## config.mk

```make
export PLATFORM = sky130hd
export DESIGN_NAME = rca_modport_flat
export DESIGN_NICKNAME = d
export VERILOG_FILES = /design/src/rtl/rca_modport_if.sv /design/src/rtl/rca_modport.sv /design/src/flat_wrapper.sv
export SDC_FILE = /design/constraint.sdc
export NUM_CORES = 1
export LEC_CHECK = 0
export ABC_AREA = 1
export CAP_MARGIN = 20
export CORE_AREA = 4 4 41 43
export CTS_BUF_LIST = sky130_fd_sc_hd__clkbuf_2
export DETAILED_ROUTE_END_ITERATION = 7
export DIE_AREA = 0 0 45 47
export DONT_BUFFER_PORTS = 1
export GPL_TIMING_DRIVEN = 1
export PLACE_DENSITY = 0.36
export SLEW_MARGIN = 20
export SYNTH_ARGS = -nofsm -noshare
export SYNTH_HDL_FRONTEND = slang
export SYNTH_SLANG_ARGS = --single-unit
```

## constraint.sdc

```tcl
create_clock -name clk -period 3.1 [get_ports clk]
set_input_delay 0.62 -clock clk [delete_from_list [all_inputs] [get_ports clk]]
set_output_delay 0.62 -clock clk [all_outputs]
set_load 0.1 [all_outputs]
```

## src/rtl/rca_modport_if.sv

```systemverilog
// rtl/rca_modport_if.sv - operand/result bundle for the registered ripple-carry adder
interface rca_modport_if #(
  parameter int N = 2
);
  logic         in_valid;
  logic [N-1:0] A;
  logic [N-1:0] B;
  logic         Cin;
  logic [N-1:0] SUM;
  logic         Cout;
  logic         OVF;
  logic         out_valid;

  // Producer side: drives operands, observes results.
  modport master (
    output in_valid, A, B, Cin,
    input  SUM, Cout, OVF, out_valid
  );

  // Adder side: consumes operands, drives registered results.
  modport slave (
    input  in_valid, A, B, Cin,
    output SUM, Cout, OVF, out_valid
  );
endinterface

```

## src/rtl/rca_modport.sv

```systemverilog
// rtl/rca_modport.sv - registered N-bit ripple-carry adder; RCA_INPUT_REG_EN adds an input register stage
module rca_modport #(
  parameter int N = 2
) (
  input  logic         clk,
  input  logic         rst_n,
  rca_modport_if.slave bus
);

  logic [N-1:0] w_a;
  logic [N-1:0] w_b;
  logic         w_cin;
  logic         w_in_valid;

`ifdef RCA_INPUT_REG_EN
  logic [N-1:0] r_a;
  logic [N-1:0] r_b;
  logic         r_cin;
  logic         r_in_valid;

  // Input stage: operands are captured every cycle so throughput stays one per cycle.
  always_ff @(posedge clk) begin
    if (!rst_n) begin
      r_a        <= '0;
      r_b        <= '0;
      r_cin      <= 1'b0;
      r_in_valid <= 1'b0;
    end else begin
      r_a        <= bus.A;
      r_b        <= bus.B;
      r_cin      <= bus.Cin;
      r_in_valid <= bus.in_valid;
    end
  end

  assign w_a        = r_a;
  assign w_b        = r_b;
  assign w_cin      = r_cin;
  assign w_in_valid = r_in_valid;
`else
  assign w_a        = bus.A;
  assign w_b        = bus.B;
  assign w_cin      = bus.Cin;
  assign w_in_valid = bus.in_valid;
`endif

  // w_c[i] is the carry into cell i; w_c[N] is the carry out of the MSB cell.
  logic [N:0]   w_c;
  logic [N-1:0] w_s;

  // Ripple chain of one-bit full adders, Cin entering cell 0.
  always_comb begin
    w_c    = '0;
    w_s    = '0;
    w_c[0] = w_cin;
    for (int i = 0; i < N; i++) begin
      w_s[i]   = w_a[i] ^ w_b[i] ^ w_c[i];
      w_c[i+1] = (w_a[i] & w_b[i]) | (w_a[i] & w_c[i]) | (w_b[i] & w_c[i]);
    end
  end

  logic [N-1:0] r_sum;
  logic         r_cout;
  logic         r_ovf;
  logic         r_out_valid;

  // Result register: loads on a qualified operand, otherwise holds the last result.
  always_ff @(posedge clk) begin
    if (!rst_n) begin
      r_sum       <= '0;
      r_cout      <= 1'b0;
      r_ovf       <= 1'b0;
      r_out_valid <= 1'b0;
    end else begin
      r_out_valid <= w_in_valid;
      if (w_in_valid) begin
        r_sum  <= w_s;
        r_cout <= w_c[N];
        r_ovf  <= w_c[N-1] ^ w_c[N];
      end
    end
  end

  assign bus.SUM       = r_sum;
  assign bus.Cout      = r_cout;
  assign bus.OVF       = r_ovf;
  assign bus.out_valid = r_out_valid;

endmodule

```

## src/flat_wrapper.sv

```systemverilog
// flat-port wrapper written by rule: the top's interface ports become plain ports
module rca_modport_flat 
#(
  parameter int N = 2
)
  (clk, rst_n, bus_in_valid, bus_A, bus_B, bus_Cin, bus_SUM, bus_Cout, bus_OVF, bus_out_valid);
  rca_modport_if #(.N(N)) bus_i ();
  input  logic clk;
  input  logic rst_n;
  input wire logic [$bits(bus_i.in_valid)-1:0] bus_in_valid;
  input wire logic [$bits(bus_i.A)-1:0] bus_A;
  input wire logic [$bits(bus_i.B)-1:0] bus_B;
  input wire logic [$bits(bus_i.Cin)-1:0] bus_Cin;
  output wire logic [$bits(bus_i.SUM)-1:0] bus_SUM;
  output wire logic [$bits(bus_i.Cout)-1:0] bus_Cout;
  output wire logic [$bits(bus_i.OVF)-1:0] bus_OVF;
  output wire logic [$bits(bus_i.out_valid)-1:0] bus_out_valid;
  assign bus_i.in_valid = bus_in_valid;
  assign bus_i.A = bus_A;
  assign bus_i.B = bus_B;
  assign bus_i.Cin = bus_Cin;
  assign bus_SUM = bus_i.SUM;
  assign bus_Cout = bus_i.Cout;
  assign bus_OVF = bus_i.OVF;
  assign bus_out_valid = bus_i.out_valid;
  rca_modport #(.N(N)) u_core (.clk(clk), .rst_n(rst_n), .bus(bus_i));
endmodule
```

==> impl_metrics.csv <==
group,metric,value,unit
setup_path,worst-path-max-fanout,2,
floorplan,die_width,45,microns
synth,syn_inst,29,
power,pwr-share-clk,32.1,%
placed_design,dpl.cell_count,43,
route,wirelength,460,microns
sta,max_freq,0.558,GHz
synth,synth_seq_area_share,41.2,%
finish,layout.nets,43,
power,p_per_area,682,mW/mm^2
floorplan,rows,13,
cts,clock_latency,210,ps
finish,multiInputGateArea,97.6,sq um
setup_path,r2r_start,"u_core.bus.SUM[1]$_SDFFE_PN0P_",
synth,avgSynthCellArea,8.37,sq um
placed_design,portBuffers,0,
power,vdd_drop_max,0.000215,V
finish,final_util,20.8,%
min_path,hold_path.class,"primary input to flip-flop",
power,seq_power_share,59.6,%
route,ant_nets,0,
sta,setup_viol,0,
finish,syn2layout_area_growth,11.3,%
setup_path,required,2480,ps
finish,antenna_cells,0,
sta,timing.hold.ws,486,ps
global_route,antenna_found_initial,0,
setup_path,r2r_cells,2,
sta,layout_setup_ws,1310,ps
cts,cts_sinks,5,
sta,finalHoldViolations,0,
cts,numCtsBuffers,3,
sta,drv_slew,0,
setup_path,arrival,1170,ps
route,dr.pass1.iters,1,
sta,period_share,57.8,%
route,route.vias.total,172,
global_route,grt_pass1_wl,752,microns
placed_design,placed_area,250,sq um
floorplan,initial_core_util,18.7,%
finish,final_common_cell,"inv_1",
synth,synth.top_cell.area_share,41.2,%
synth,synth_fa_ha_area_share,16.5,%
setup_path,criticalPathCategory,"flip-flop to output port",
global_route,grt_overflow,0,
power,sw_frac_of_total,39.8,%
placed_design,gp_congestion,0.746,
floorplan,num_io_pins,13,
setup_path,crit_path_end_kind,"output port",
cts,cts_tree,"built",
setup_path,reg2reg_to,"u_core.bus.SUM[1]$_SDFFE_PN0P_",
finish,drive_above_1_share,12.5,%
synth,synth_top_family_by_area,"buffers and inverters",
route,via_per_inst,3.66,
min_path,hold_path_end,"u_core.bus.SUM[0]$_SDFFE_PN0P_",
sta,rsz0062_at_grt,"no",
synth,synth_xor_area_share,0,%
cts,clockBufferDepth,2,
sta,fin_skew,0,ps
sta,fin_crit,1790,ps
finish,fill_cells,154,
cts,hold_buffers,0,
finish,fin_cells,47,
finish,final_cell_mix,"inv_1, dfxtp_1, nand2_1, clkbuf_2",
cts,cts_root_buf,"clkbuf_2",
min_path,min_from,"bus_in_valid",
synth,synth_compound_area_share,15.5,%
synth,synth.net_count,39,
setup_path,startpoint_type,"flip-flop",
power,intPower,0.111,mW
power,pwr-share-comb,8.4,%
global_route,first_global_vias,197,
floorplan,fp.dieH,47,microns
placed_design,dpl_worst_slack,1190,ps
global_route,track_usage,5.63,%
flow_run,cap_viol_max_count,0,
synth,yosys.area_share.simple,8.25,%
synth,synthDistinctLibCells,9,
cts,cts.clk_slew.worst_paths,50,ps
synth,synth.area.mux_share,0,%
route,avgRoutedWirePerCell,9.79,microns
floorplan,core_area,0.00130,sq mm
cts,cts_resized,0,
route,drt_iter0_drc,0,
power,p_leak,0.147,nW
power,power.switching,0.0734,mW
route,drc,0,
cts,cts_setup_buffers,0,
sta,slew_headroom,35.0,%
finish,stdcell_area,270,sq um
finish,final-seq-area,100,sq um
synth,ys_warn_count,0,
global_route,grt_max_degree,10,
power,power.total,0.184,mW
outcome,status,"finished, final reports clean",
placed_design,hpwl,391,microns
sta,final.setup.tns,0,ps
floorplan,die_area,0.00212,sq mm
setup_path,regToRegSetupSlack,1690,ps
synth,synth_seq_cells,5,
synth,syn_area,243,sq um
min_path,holdPathStages,1,
sta,tightest_slew,974,ps
synth,synth.area.top_cells,"dfxtp_1, fa_1, inv_1",
cts,cts_max_level,1,
synth,synth_top_area_cell,"dfxtp_1",
[worst max-delay path by stage]
| stage | cells after the start | slack [ps] | to | start |
|---|---|---|---|---|
| global route | 0 | 1260 | bus_SUM[1] | u_core.bus.SUM[1]$_SDFFE_PN0P_ |
| finish | 0 | 1310 | bus_SUM[1] | u_core.bus.SUM[1]$_SDFFE_PN0P_ |
| CTS | 0 | 1280 | bus_OVF | u_core.bus.OVF$_SDFFE_PN0P_ |
| floorplan | 7 | 1250 | u_core.bus.OVF$_SDFFE_PN0P_ | bus_Cin |
| global placement | 7 | 1200 | u_core.bus.OVF$_SDFFE_PN0P_ | bus_Cin |
| detailed placement | 7 | 1190 | u_core.bus.OVF$_SDFFE_PN0P_ | bus_Cin |
[sequential cells by signal, indices dropped and copies added (netlist names)]
register,cells
u_core.bus.SUM,2
u_core.bus.out_valid,1
u_core.bus.OVF,1
u_core.bus.Cout,1
[power by group through the flow]
stage / clock network, mW / registers (mW) / logic [mW]
global route: 0.0649 / 0.111 / 0.0192
finish: 0.0591 / 0.110 / 0.0154
detailed placement: 0 / 0.111 / 0.0159
CTS: 0.0626 / 0.110 / 0.0161
floorplan: 0 / 0.110 / 0.0155
global placement: 0 / 0.111 / 0.0157
[cell type report]
type,instances,share of cell area [%]
inverter,9,12.5
clock buffer,4,7.41
tap,15,6.94
sequential,5,37.0
multi-input combinational,14,36.1
[logic make-up after synthesis]
group / Yosys count
compound gates: 7
buf+inv: 10
simple gates: 5
flops: 5
fa+ha+maj: 2
[Yosys cell counts (all sizes together)]
| library cell | instances |
|---|---|
| inv | 9 |
| nand3 | 1 |
| dfxtp | 5 |
| o21ai | 3 |
| o21a | 1 |
| fa | 2 |
| buf | 1 |
| a21oi | 3 |
| nand2 | 4 |
[per-layer routing]
layer  vias up  GRT usage (%)  wire length [microns]
met5         -              0                      0
met4         0              0                      0
met3         0           8.43                     95
met2         9           8.19                    207
met1        73           4.59                    157
li1         90              -                      -
No activity file was read; power rests on OpenSTA's default activity.
